$ cat config.mk
export PLATFORM = sky130hd
export DESIGN_NAME = uart_tx_framer
export DESIGN_NICKNAME = d
export VERILOG_FILES = /design/src/rtl/uart_pkg.sv /design/src/rtl/uart_baud_gen.sv /design/src/rtl/uart_tx_framer.sv
export SDC_FILE = /design/constraint.sdc
export NUM_CORES = 1
export LEC_CHECK = 0
export CAP_MARGIN = 5
export CELL_PAD_IN_SITES_DETAIL_PLACEMENT = 0
export CELL_PAD_IN_SITES_GLOBAL_PLACEMENT = 1
export CORE_UTILIZATION = 52
export CTS_BUF_LIST = sky130_fd_sc_hd__clkbuf_4
export CTS_CLUSTER_DIAMETER = 80
export DETAILED_ROUTE_END_ITERATION = 8
export DONT_BUFFER_PORTS = 1
export PLACE_DENSITY = 0.8
export SKIP_LAST_GASP = 1
export SLEW_MARGIN = 5
export SYNTH_ARGS = -nofsm -noshare
export SYNTH_HDL_FRONTEND = slang
export SYNTH_SLANG_ARGS = --single-unit
$ cat constraint.sdc
create_clock -name clk -period 2.9 [get_ports clk]
set_clock_uncertainty 0.2 [all_clocks]
set_input_delay 0.58 -clock clk [delete_from_list [all_inputs] [get_ports clk]]
set_output_delay 0.58 -clock clk [all_outputs]
set_load 0.05 [all_outputs]
$ cat src/rtl/uart_pkg.sv
// Shared types and constants for the UART transmit path.
package uart_pkg;

    // Framer states: line idle, start bit, eight data bits, stop bit.
    typedef enum logic [1:0] {
        IDLE  = 2'd0,
        START = 2'd1,
        DATA  = 2'd2,
        STOP  = 2'd3
    } tx_state_t;

    // 100 MHz system clock at 9600 baud.
    localparam int DEFAULT_CLKS_PER_BIT = 10417;

    // Start bit + 8 data bits + stop bit.
    localparam int FRAME_BITS = 10;

endpackage

$ cat src/rtl/uart_baud_gen.sv
// Bit-period timer: counts 0..CLKS_PER_BIT-1 and flags the wrap cycle.
// tick is a flop that is high exactly while the counter holds its last value,
// so the framer sees a glitch-free "last cycle of this bit" marker.
module uart_baud_gen
    import uart_pkg::*;
#(
    parameter int CLKS_PER_BIT = DEFAULT_CLKS_PER_BIT
) (
    input  logic clk,
    input  logic reset,
    input  logic restart,
    output logic tick
);

    localparam int CountW = (CLKS_PER_BIT > 1) ? $clog2(CLKS_PER_BIT) : 1;
    localparam logic [CountW-1:0] LastCount = CountW'(CLKS_PER_BIT - 1);
    localparam logic [CountW-1:0] PreLastCount = CountW'(CLKS_PER_BIT - 2);

    logic [CountW-1:0] count;

    // Free-running bit counter, held at zero while restart is high; tick is
    // precomputed one cycle ahead so it lines up with the wrap cycle.
    always_ff @(posedge clk or posedge reset) begin
        if (reset) begin
            count <= '0;
            tick  <= 1'b0;
        end else if (restart) begin
            count <= '0;
            tick  <= 1'b0;
        end else begin
            tick <= (count == PreLastCount);
            if (count == LastCount) begin
                count <= '0;
            end else begin
                count <= count + CountW'(1);
            end
        end
    end

endmodule

$ cat src/rtl/uart_tx_framer.sv
// 8N1 UART transmitter, LSB first, with a one-entry holding register so a
// request arriving mid-frame is sent back-to-back with no idle gap.
module uart_tx_framer
    import uart_pkg::*;
#(
    parameter int CLKS_PER_BIT = DEFAULT_CLKS_PER_BIT
) (
    input  logic       clk,
    input  logic       reset,
    input  logic       send,
    input  logic [7:0] data,
    output logic       tx,
    output logic       busy,
    output logic       done,
    output logic       overflow
);

    tx_state_t  state;
    logic [7:0] shiftReg;
    logic [7:0] pendData;
    logic       pendValid;
    logic [2:0] bitIndex;
    logic       txReg;
    logic       busyReg;
    logic       overflowReg;
    logic       tick;
    logic       restart;
    logic       stopEnd;

    // The bit timer sits at zero while idle, so the first start-bit cycle
    // always sees a fresh count; every other state entry happens on a wrap.
    assign restart = (state == IDLE);

    uart_baud_gen #(
        .CLKS_PER_BIT(CLKS_PER_BIT)
    ) baudGen (
        .clk    (clk),
        .reset  (reset),
        .restart(restart),
        .tick   (tick)
    );

    // Last cycle of the stop bit; both terms are flops, so done has no path
    // from any input.
    assign stopEnd = (state == STOP) && tick;

    assign tx       = txReg;
    assign busy     = busyReg;
    assign done     = stopEnd;
    assign overflow = overflowReg;

    // Framer FSM with shift register, holding register and registered line outputs.
    always_ff @(posedge clk or posedge reset) begin
        if (reset) begin
            state       <= IDLE;
            shiftReg    <= '0;
            pendData    <= '0;
            pendValid   <= 1'b0;
            bitIndex    <= '0;
            txReg       <= 1'b1;
            busyReg     <= 1'b0;
            overflowReg <= 1'b0;
        end else begin
            overflowReg <= 1'b0;

            // Requests while a frame is in flight go to the holding register.
            // At the stop bit's final cycle with the holder empty, the byte is
            // loaded straight into the shifter by the STOP branch instead.
            if (send && (state != IDLE)) begin
                if (pendValid) begin
                    overflowReg <= 1'b1;
                end else if (!stopEnd) begin
                    pendValid <= 1'b1;
                    pendData  <= data;
                end
            end

            case (state)
                IDLE: begin
                    if (send) begin
                        shiftReg <= data;
                        state    <= START;
                        txReg    <= 1'b0;
                        busyReg  <= 1'b1;
                    end
                end
                START: begin
                    if (tick) begin
                        state    <= DATA;
                        bitIndex <= '0;
                        txReg    <= shiftReg[0];
                    end
                end
                DATA: begin
                    if (tick) begin
                        shiftReg <= {1'b0, shiftReg[7:1]};
                        bitIndex <= bitIndex + 3'd1;
                        if (bitIndex == 3'd7) begin
                            state <= STOP;
                            txReg <= 1'b1;
                        end else begin
                            txReg <= shiftReg[1];
                        end
                    end
                end
                STOP: begin
                    if (tick) begin
                        if (pendValid) begin
                            shiftReg  <= pendData;
                            pendValid <= 1'b0;
                            state     <= START;
                            txReg     <= 1'b0;
                        end else if (send) begin
                            shiftReg <= data;
                            state    <= START;
                            txReg    <= 1'b0;
                        end else begin
                            state   <= IDLE;
                            busyReg <= 1'b0;
                        end
                    end
                end
                default: begin
                    state <= IDLE;
                end
            endcase
        end
    end

endmodule

Yosys cells after proc, flatten, opt, wreduce, memory -nomap -nowiden --
Cells that the tools add are included.
Word-level totals: register bits 40, output and inout port bits 4, logic and storage cells 79, input bits 11
Cells by class: reductions and logical operators 13, bitwise operators 2, eq/ne operators 13, muxes and demuxes 39, $add $sub $neg 2
Operators with widths (count):
- two-way mux 8 bit | 4
- == test 14 bit (second input constant) | 2
- two-way mux 14 bit | 2
- case mux 8 bit (3 select lines) | 1
- two-way mux 1 bit | 21
- adder 14 x 1 -> 14 bit (second input constant) | 1
- AND reduction 3 bit | 4
- two-way mux 2 bit | 5
- AND reduction 5 bit | 2
- inequality test 2 bit (second input constant) | 4
- case mux 2 bit (4 select lines) | 1
- two-way mux 3 bit | 2
- inequality test 2 x 1 -> 1 bit (second input constant) | 3
- case mux 3 bit (2 select lines) | 1
- nonzero test 2 bit | 3
- == test 2 bit (second input constant) | 2
- case mux 1 bit (4 select lines) | 1
- adder 3 x 1 -> 3 bit (second input constant) | 1
- == test 3 bit (second input constant) | 1
- nonzero test 3 bit | 1
- == test 2 x 1 -> 1 bit (second input constant) | 1
- logical AND 1 bit | 2
- logical NOT 2 bit | 1
- inverter 1 bit | 2
- case mux 1 bit (2 select lines) | 1

Logic depth before layout (Yosys ltp) --
depth after elaboration 8, mapped depth 6, gate-level depth less buffers 6

Cells and area by module --
Synthesis repeated with hierarchy kept, for this count alone.
Unflattened totals: cell total of the unflattened synthesis 180, area, all modules 2030.7 um^2
By module, submodules not included:
- uart_tx_framer | cells an instance 104, instances 1, sequential area each 626.9 um^2, area an instance 1278.7 um^2
- uart_baud_gen | cells an instance 76, instances 1, sequential area each 375.4 um^2, area an instance 752.0 um^2

Least setup slack after synthesis --
Ideal clock, no wire load.
path kind register to register, from register state[0], to register state[0], stages on the path, launching flop included 7, required time 2612 ps, slack 803 ps, path buffers 0, period minus slack after synthesis 2097 ps, arrival time 1809 ps, cell sequence dfrtp_1 -> inv_1 -> ha_1 -> or3_1 -> a222oi_1 -> a21oi_1 -> a41oi_1
On the way: word-level cells in the longest chain between the ends 3
Ends and longest elaborated chain:
- start, declared | line uart_tx_framer.sv:18 | tx_state_t state;
- start signal, assigned | line uart_tx_framer.sv:55 | state <= IDLE;
- start signal, assigned | line uart_tx_framer.sv:82 | state <= START;
- start signal, assigned | line uart_tx_framer.sv:89 | state <= DATA;
- == test 2 x 1 -> 1 bit, or another cell as far along | line uart_tx_framer.sv:78 | case (state)
- inequality test 2 x 1 -> 1 bit (no source line) or inequality test 2 bit (tied branches)
- AND reduction 5 bit (no source line)
Several ways; a longest one is shown, not always the timed one. A chain may end at the register's enable or synchronous reset.

Worst setup path in the final report --
Same ends and word-level chain as after synthesis.

==> metrics.csv <==
stage,metric,value,unit
synthesis,synth_area_leaders,"sky130_fd_sc_hd__dfrtp_1, sky130_fd_sc_hd__ha_1, sky130_fd_sc_hd__xnor2_1",
power,p_comb_frac,0.316,
synthesis,total_number_of_yosys_warnings,0,
worst_setup_path,cp_data_arrival_time,2.55,ns
sta,finalSetupViolCount,0,
placed_design,port_buffers,0,
cts,tritoncts_num_sinks,40,
cts,cts_hold_repair.buffers,0,
cts,clkTransAtPathRegs,0.12,ns
final_layout,final_nets,203,
sta,finalHoldViolCount,0,
synthesis,synth_ff_type,sky130_fd_sc_hd__dfrtp_1,
cts,cts-buffers-inserted,5,
synthesis,synth_area,1940,µm²
floorplanning,start_util,0.560,
route,vias_per_cell,5.88,
final_layout,area_delta_synth_final,7.02,%
synthesis,synthesis.nets,198,
sta,grt_setup_unrepaired,false,
route,final_antenna_net_count,0,
route,dr_total_vias,1352,
floorplanning,core_area,3470,µm²
global_routing,number_of_global_route_vias_before_repair,1407,
cts,clockRootBuffer,sky130_fd_sc_hd__clkbuf_4,
global_routing,track_usage,0.213,
power,switching_fraction,0.372,
synthesis,ys_ff_latch,40,
worst_setup_path,cp.buffers_inverters,1,
final_layout,final_cell_count_no_fill,230,
worst_setup_path,required,2.97,ns
synthesis,synth-async-reset-ratio,1.00,
synthesis,synthesis.area_per_instance,10.9,µm²
synthesis,main_combinational_cell_family_by_area_after_synthesis,compound AO/OA/AOI/OAI gates,
cts,post-cts-setup-buffers,0,
global_routing,grt_start_max_net_pins,41,
power,ir_drop,0.378,mV
global_routing,grt_first_pass_wirelength,6380,µm
worst_setup_path,critPathCaptureType,flop,
outcome,status,"finished, final reports clean",
global_routing,antenna_found_initial,0,
synthesis,synth-compound-area-share,0.147,
sta,min_period_over_period,0.855,
route,wirelength,3640,µm
placed_design,gp_congestion,0.795,
power,power.density_cell_area,847,nW/µm²
sta,worst_max_slew_pin_slew,0.587,ns
route,drt_pre_antenna_iters,4,
synthesis,synth_enable_flop_cells,0,
synthesis,simple_logic_cell_fraction_of_the_synthesized_area,0.142,
cts,cts_tree,built,
route,drt-initial-drc-count,111,
worst_setup_path,cp_top_family,compound AO/OA/AOI/OAI gates,
synthesis,synth.area.mux_share,0.0464,
global_routing,grt-ovfl-total,0,
synthesis,synth_fa_ha_area_frac,0.0580,
sta,relSlewSlack,0.606,
synthesis,synth.top_cell.area_share,0.503,
placed_design,dpl.cell_count,222,
floorplanning,io_pins,15,
cts,cts_repair_resize_count,0,
cts,clock_tree.buffer_depth,2,
power,p_sw,656,µW
placed_design,hpwlAfterDp,2490,µm
cts,maximum_level_of_the_cts_h_tree,2,
sta,setup_total_negative_slack,0,ns
synthesis,synth_top_area_cell,sky130_fd_sc_hd__dfrtp_1,
sta,timing.fmax,403,MHz
sta,timing.final.max_slew_violations,0,
synthesis,synthCells,178,
route,routed_wire_length_per_instance,15.8,µm
power,seq_power_share,0.472,
power,p_int,1100,µW
final_layout,share_of_layout_cells_above_drive_strength_1,0.114,
worst_setup_path,cp-start-kind,flop,
worst_setup_path,cp_max_fo,15,
floorplanning,die_height,63.1,µm
synthesis,post_synth_xor_area_fraction,0.0541,
sta,finalCriticalPeriod,2.48,ns
floorplanning,row_count,21,
worst_setup_path,worst_path_largest_cell_delay,0.50,ns
power,clock_power_share,0.212,
synthesis,synth_cell_types,35,
worst_setup_path,slowest_stage,sky130_fd_sc_hd__a222oi_1,
worst_setup_path,path_cells,inv_1 > ha_1 > or3_1 > a222oi_1 > a21oi_1 > a41oi_1,
worst_setup_path,path_class,flop to flop,
cts,clkLatencyLatePin,0.35,ns
final_layout,n_antenna_cell,0,
floorplanning,design.die.area,3980,µm²
flow_run,drv_cap,0,
floorplanning,horizontal_die_dimension,63.1,µm
power,total_leakage_power,0.000899,µW
route,drt_drc_violations_left,0,
synthesis,proportion_of_synthesized_chip_area_in_sequential_cells,0.516,
min_path,hp-class,input pin to asynchronous set/reset pin,
==> per-layer routing <==
metal	vias up	global-route usage	wire length (µm)
met1	669	0.247	1600
met2	24	0.356	1840
met3	4	0.0670	155
li1	655	-	-
met4	0	0.0959	42
met5	-	0	0
==> power groups by stage <==
stage / clock (µW) / sequential (µW) / combinational (µW)
4_1_cts: 385 / 830 / 564
3_3_place_gp: 0 / 834 / 538
3_5_place_dp: 0 / 838 / 561
6_report: 373 / 831 / 557
2_1_floorplan: 0 / 815 / 459
5_1_grt: 411 / 847 / 633
==> flip-flops by register name, summed over array words and instances (netlist names) <==
register       cells
baudGen.count     14
baudGen.tick       1
bitIndex           3
busy               1
overflow           1
pendData           8
pendValid          1
shiftReg           8
state              2
tx                 1
==> layout by cell type (no fill, tap or decap), types with 2 or more instances in the layout <==
cell type                    n
sky130_fd_sc_hd__nor3_1      4
sky130_fd_sc_hd__a21oi_1     4
sky130_fd_sc_hd__mux2_2      8
sky130_fd_sc_hd__nand4_1     2
sky130_fd_sc_hd__nor2_1     22
sky130_fd_sc_hd__o2bb2ai_1   8
sky130_fd_sc_hd__a222oi_1    8
sky130_fd_sc_hd__dfrtp_1    39
sky130_fd_sc_hd__nand3_1     4
sky130_fd_sc_hd__xnor2_1    11
sky130_fd_sc_hd__and2_1      2
sky130_fd_sc_hd__nand2_1    10
sky130_fd_sc_hd__nor4b_1     3
sky130_fd_sc_hd__clkbuf_4    5
sky130_fd_sc_hd__inv_1      15
sky130_fd_sc_hd__a32o_1      2
sky130_fd_sc_hd__ha_1        9
sky130_fd_sc_hd__nor4_1      3
sky130_fd_sc_hd__o21ai_0     6
sky130_fd_sc_hd__clkinv_4    2
==> area by class of cell <==
class / instances / area [µm²]
Clock inverter: 3 / 47.5
Fill cell: 300 / 1390
Inverter: 15 / 56.3
Sequential cell: 40 / 1000
Timing Repair Buffer: 1 / 7.51
Clock buffer: 5 / 37.5
Tap cell: 46 / 57.6
Multi-Input combinational cell: 120 / 870
==> through the flow <==
step / power (µW) / hold WS, ns / cell area [µm²] / setup WS (ns) / util
after floorplan: 1270 / 0.256 / 1940 / 0.803 / -
after global placement: 1370 / 0.275 / 1990 / 0.552 / 0.575
after detailed placement: 1400 / 0.274 / 1990 / 0.434 / 0.575
after CTS: 1780 / 0.0106 / 2080 / 0.410 / 0.599
after global routing: 1890 / 0.0443 / 2080 / 0.240 / 0.599
final: 1760 / 0.00699 / 2080 / 0.420 / 0.599
==> worst paths after layout <==
| path | from | end | slack, ns | cells past startpoint |
|---|---|---|---|---|
| min | reset | baudGen.count[2] | 0.007 | 2 |
| max reg2reg | state[0] | state[0] | 0.42 | 6 |
| max | state[0] | state[0] | 0.42 | 6 |
| max in group asynchronous | reset | tx | 2.11 | 2 |
| min reg2reg | shiftReg[0] | shiftReg[0] | 0.31 | 1 |
| min in group clk | data[4] | pendData[4] | 0.17 | 1 |
==> cells in the mapped netlist (2+ instances only) <==
library cell / count
sky130_fd_sc_hd__nor2_1: 22
sky130_fd_sc_hd__nor4_1: 3
sky130_fd_sc_hd__nand4_1: 2
sky130_fd_sc_hd__nand2_1: 10
sky130_fd_sc_hd__a32o_1: 2
sky130_fd_sc_hd__nor4b_1: 3
sky130_fd_sc_hd__inv_1: 15
sky130_fd_sc_hd__nand3_1: 4
sky130_fd_sc_hd__mux2_2: 8
sky130_fd_sc_hd__a21oi_1: 4
sky130_fd_sc_hd__xnor2_1: 11
sky130_fd_sc_hd__ha_1: 9
sky130_fd_sc_hd__o2bb2ai_1: 8
sky130_fd_sc_hd__buf_2: 2
sky130_fd_sc_hd__and2_1: 2
sky130_fd_sc_hd__nor3_1: 4
sky130_fd_sc_hd__a222oi_1: 8
sky130_fd_sc_hd__o21ai_0: 6
sky130_fd_sc_hd__dfrtp_1: 39
==> kinds of logic (layout without fill, tap and decap cells) <==
family / Yosys count / count (layout)
multiplexers: 8 / 8
adder cells (fa/ha/maj): 9 / 9
XOR/XNOR: 12 / 12
AND/OR/NAND/NOR: 56 / 56
AO/OA/AOI/OAI: 35 / 35
flip-flops: 40 / 40
buffers and inverters: 18 / 24
(Power assumes the default switching activity.)
==> RTL change 1, RTL diff (same flow settings) <==
Put a register stage on the output `done`, cleared by the reset. The value now appears one clock later. The other outputs are not delayed to match. Comments in the files are not updated.
--- a/src/rtl/uart_tx_framer.sv
+++ b/src/rtl/uart_tx_framer.sv
@@ -46,7 +46,13 @@
 
     assign tx       = txReg;
     assign busy     = busyReg;
-    assign done     = stopEnd;
+    always_ff @(posedge clk or posedge reset) begin
+        if (reset) begin
+            done <= '0;
+        end else begin
+            done <= stopEnd;
+        end
+    end
     assign overflow = overflowReg;
 
     // Framer FSM with shift register, holding register and registered line outputs.
Behaviour: same outputs for any inputs over 10 cycles, from zero or initial values and one cycle with reset high; that may be too few to reach the edited logic, so the function may still have changed.
==> RTL change 1 against the unedited design <==
- worst setup slack worse by 0.0052 ns
- routed wire length up 1.4%
- synthesized area increased by 1.3%
- first-iteration DRC count decreased by 18%
- utilization fell by 0.14 points
- sequential cell count grew 1
- design area decreased by 0.24%
- power decreased by 3.5%
- sequential power up 2%
==> RTL change 1: results (changes against the unedited design) <==
routability cong. 0.8173 (was 0.7948); syn_nets 199 (was 198); post-DR wirelength/cell 15.96 um (was 15.81 um); largest net degree at the start of global routing 42 (was 41); Detailed Place HPWL 2477 um (was 2489 um); initial DRC count 91 (was 111); DR vias 1371 (was 1352); DRT Pass-1 Iters 7 (was 4); status finished, final reports clean (unchanged); CTS resizes 0 (unchanged); ranking of synthesized cells by area dfrtp_1 51%, ha_1 5.7%, xnor2_1 4.9% (was dfrtp_1 50%, ha_1 5.8%, xnor2_1 5.0%); antenna cells 0 (unchanged); global-route wire length before repair 6423 um (was 6375 um); final net count 204 (was 203); IR Drop Worst-Case VDD 0.3398 mV (was 0.3776 mV); unique cell type count in the Yosys netlist 35 (unchanged); Max-slew headroom 0.6020 (was 0.6063); share of cells above drive strength 1 0.1135 (was 0.1141); Seq/Total Area, Yosys 0.5223 (was 0.5161); Int Pwr 1.040 mW (was 1.105 mW); Total GRT Usage 0.2144 (was 0.2126); Leak 0.9032 nW (was 0.8986 nW); FILL cells 290 (was 300); post-CTS setup repair buffer count 0 (unchanged); Arr. time, crit path 2.56 ns (was 2.55 ns)
## RTL change 1: cell types whose count changed in the layout (fill, tap and decap cells not counted)
| cell | unedited run | this run |
|---|---|---|
| clkinv_4 | 2 | 0 |
| clkbuf_4 | 5 | 6 |
| clkinv_2 | 0 | 2 |
| bufinv_16 | 1 | 0 |
| dfrtp_1 | 39 | 40 |
## RTL change 1: final cells by class
| type | instances | area, um^2 | area share |
|---|---|---|---|
| clock buffers | 6 | 45.04 | 0.02173 |
| clock inverters | 2 | 10.01 | 0.004828 |
| inverters | 15 | 56.30 | 0.02716 |
| multi-input cells | 120 | 869.6 | 0.4194 |
| flip-flops and latches | 41 | 1027 | 0.4955 |
| well taps | 46 | 57.56 | 0.02776 |
| repair buffers | 1 | 7.507 | 0.003621 |
## RTL change 1: critical path, cell delays in order (launching register included)
cell and delay [ns]:
dfrtp_1 0.46, inv_1 0.12, ha_1 0.39, or3_1 0.45
a222oi_1 0.49, a21oi_1 0.13, a41oi_1 0.18
## RTL change 1: path summary, 6_finish.rpt
kind	startpoint	endpoint	slack, ns	depth (start not counted)
min reg2reg	shiftReg[0]	shiftReg[0]	0.31	1
min	reset	bitIndex[2]	0.03	2
max in group asynchronous	reset	tx	2.11	2
min in group clk	data[7]	pendData[7]	0.17	1
max reg2reg	state[0]	state[0]	0.41	6
max	state[0]	state[0]	0.41	6
## RTL change 1: logic make-up after synthesis
family / count (synthesis) / synth area share
AND/OR/NAND/NOR: 56 / 0.1406
XOR/XNOR: 12 / 0.05343
flip-flops: 41 / 0.5223
buffers and inverters: 18 / 0.03562
AO/OA/AOI/OAI: 35 / 0.1451
multiplexers: 8 / 0.04580
adder cells (fa/ha/maj): 9 / 0.05725
## RTL change 1: power by group through the flow
stage | combinational, mW | clock, mW | sequential [mW]
after floorplan | 0.459 | 0 | 0.829
after global placement | 0.533 | 0 | 0.847
after detailed placement | 0.567 | 0 | 0.851
after CTS | 0.571 | 0.292 | 0.843
after global routing | 0.652 | 0.321 | 0.865
final | 0.570 | 0.284 | 0.845
## RTL change 1: stage by stage
stage / cell area, um^2 / std cells / worst slack [ns] / utilization
6_report: 2073 / 231 / 0.4146 / 0.5978
5_1_grt: 2073 / 231 / 0.1930 / 0.5978
4_1_cts: 2073 / 231 / 0.4303 / 0.5978
3_5_place_dp: 2018 / 223 / 0.4466 / 0.5819
3_3_place_gp: 2018 / 223 / 0.5579 / 0.5819
2_1_floorplan: 1967 / 179 / 0.8030 / -
## RTL change 1: layer usage
layer,vias to the layer above,share of wire,GRT usage
met4,0,0.020,0.08523
met5,-,0,0
met2,31,0.49,0.3338
li1,662,-,-
met3,6,0.042,0.06884
met1,672,0.45,0.2751
==> RTL change 2, RTL diff (same settings) <==
Made on the original files. Change the package constant `DEFAULT_CLKS_PER_BIT` from 10417 to 2604.
--- a/src/rtl/uart_pkg.sv
+++ b/src/rtl/uart_pkg.sv
@@ -10,7 +10,7 @@
     } tx_state_t;
 
     // 100 MHz system clock at 9600 baud.
-    localparam int DEFAULT_CLKS_PER_BIT = 10417;
+    localparam int DEFAULT_CLKS_PER_BIT = 2604;
 
     // Start bit + 8 data bits + stop bit.
     localparam int FRAME_BITS = 10;
Formal check against the unedited RTL: no difference found for any inputs over 10 cycles, from zero or initial values and one cycle with reset high; that may be too few to reach the edited logic, so the function may still have changed.
==> RTL change 2 against the unedited design <==
- maximum frequency increased by 2.4%
- worst setup slack better by 0.059 ns
- design area shrank 3.4%
- synthesized area is 2.6% lower
- routed wire length is 7.4% lower
- critical path depth fell by 3
- sequential cell count is 2 lower
- global-route usage shrank 1.2 points
Power is not compared: it rests on default switching activity, and its combinational part moved more than twofold at a synthesized area within 25%.
==> RTL change 2: results (changes against the unedited design) <==
most frequent cells after synthesis 37 x dfrtp_1, 15 x nor2_1, 10 x ha_1, 10 x inv_1 (was 39 x dfrtp_1, 22 x nor2_1, 15 x inv_1, 11 x xnor2_1, 10 x nand2_1); share of cells above drive strength 1 0.1287 (was 0.1141); R2R depth 6 (unchanged); met3 Track Usage GR 0.05147 (was 0.06703); unique cell type count in the Yosys netlist 39 (was 35); global-route wire length before repair 5982 um (was 6375 um); status finished, final reports clean (unchanged); clock power share 0.429; met1 wire length 1461 um (was 1598 um); CP max stage delay 0.48 ns (was 0.50 ns); Sw Ratio 0.1904; FILL cells 292 (was 300); pre-CTS WS 0.6098 ns (was 0.4340 ns); R2R setup slack 0.59 ns (was 0.42 ns); number of antenna violations at the first check in global routing 0 (unchanged); Detailed Place HPWL 2349 um (was 2489 um); Seq/Total Area, Yosys 0.5033 (was 0.5161); CP startpoint state[1] (was state[0]); Total GRT Usage 0.2006 (was 0.2126); Arr. time, crit path 1.64 ns (was 2.55 ns); CTS root buffer clkbuf_4 (unchanged); grt met2 use 0.3338 (was 0.3562); Synth area leader dfrtp_1 (unchanged); initial DRC count 89 (was 111); Compound-Gate Fraction of Synth Area 0.1534 (was 0.1469); CP endpoint done (was state[0]); YS warnings 0 (unchanged); post-CTS setup repair buffer count 0 (unchanged); ranking of synthesized cells by area dfrtp_1 49%, ha_1 6.6%, mux2_2 5.4% (was dfrtp_1 50%, ha_1 5.8%, xnor2_1 5.0%); fmax 0.4130 GHz (was 0.4032 GHz); CTS buffer count 5 (unchanged); CTS resizes 0 (unchanged); routability cong. 0.7840 (was 0.7948); IR Drop Worst-Case VDD 0.3283 mV; largest net degree at the start of global routing 39 (was 41); Async S/R FF share, synth 1.000 (unchanged); antenna cells 0 (unchanged); worst hold slack 0.02181 ns (was 0.006993 ns); CP max-delay cell dfrtp_1 (was a222oi_1); largest registers baudGen.count (12), pendData (8), shiftReg (8) (was baudGen.count (14), pendData (8), shiftReg (8)); Max-slew headroom 0.6494 (was 0.6063); final net count 191 (was 203); Synth Area in Adders 0.06614 (was 0.05799); post-synthesis xor/xnor area fraction 0.04167 (was 0.05412); WL met2 1692 um (was 1840 um); crit-path max FO 7 (was 15); Clk pin slew, worst setup/hold paths 0.11 ns; worst flop-to-flop path endpoint shiftReg[4] (was state[0]); Top Family by Delay on Critical Path flip-flops (was compound AO/OA/AOI/OAI gates); mux share of post-synthesis cell area 0.05886 (was 0.04639); DR vias 1287 (was 1352); PortBufs 0 (unchanged); post-DR wirelength/cell 15.51 um (was 15.81 um); H-tree levels 2 (unchanged); metal3 WL 138 um (was 155 um); Sequential Power 0.548 mW; CTS max path bufs 2 (unchanged); DRT Pass-1 Iters 4 (unchanged); met1 Usage GRT 0.2427 (was 0.2473)
RTL change 2: changes by cell type after synthesis, moves of 3 or more:
| cell | unedited run | this run |
|---|---|---|
| xor2_1 | 1 | 6 |
| nor4_1 | 3 | 0 |
| inv_1 | 15 | 10 |
| nor2_1 | 22 | 15 |
| xnor2_1 | 11 | 3 |
RTL change 2: layout make-up:
cell class | count | area, um^2 | share of cell area
Clock buffer | 5 | 37.54 | 0.01870
Clock inverter | 3 | 63.81 | 0.03180
Inverter | 10 | 37.54 | 0.01870
Multi-Input combinational cell | 114 | 850.8 | 0.4239
Sequential cell | 38 | 952.2 | 0.4744
Tap cell | 46 | 57.56 | 0.02868
Timing Repair Buffer | 1 | 7.507 | 0.003741
RTL change 2: through the flow:
stage	area [um^2]	cells
floorplan	1892	167
global placement	1906	209
detailed placement	1906	209
CTS	2007	217
global route	2007	217
finish	2007	217
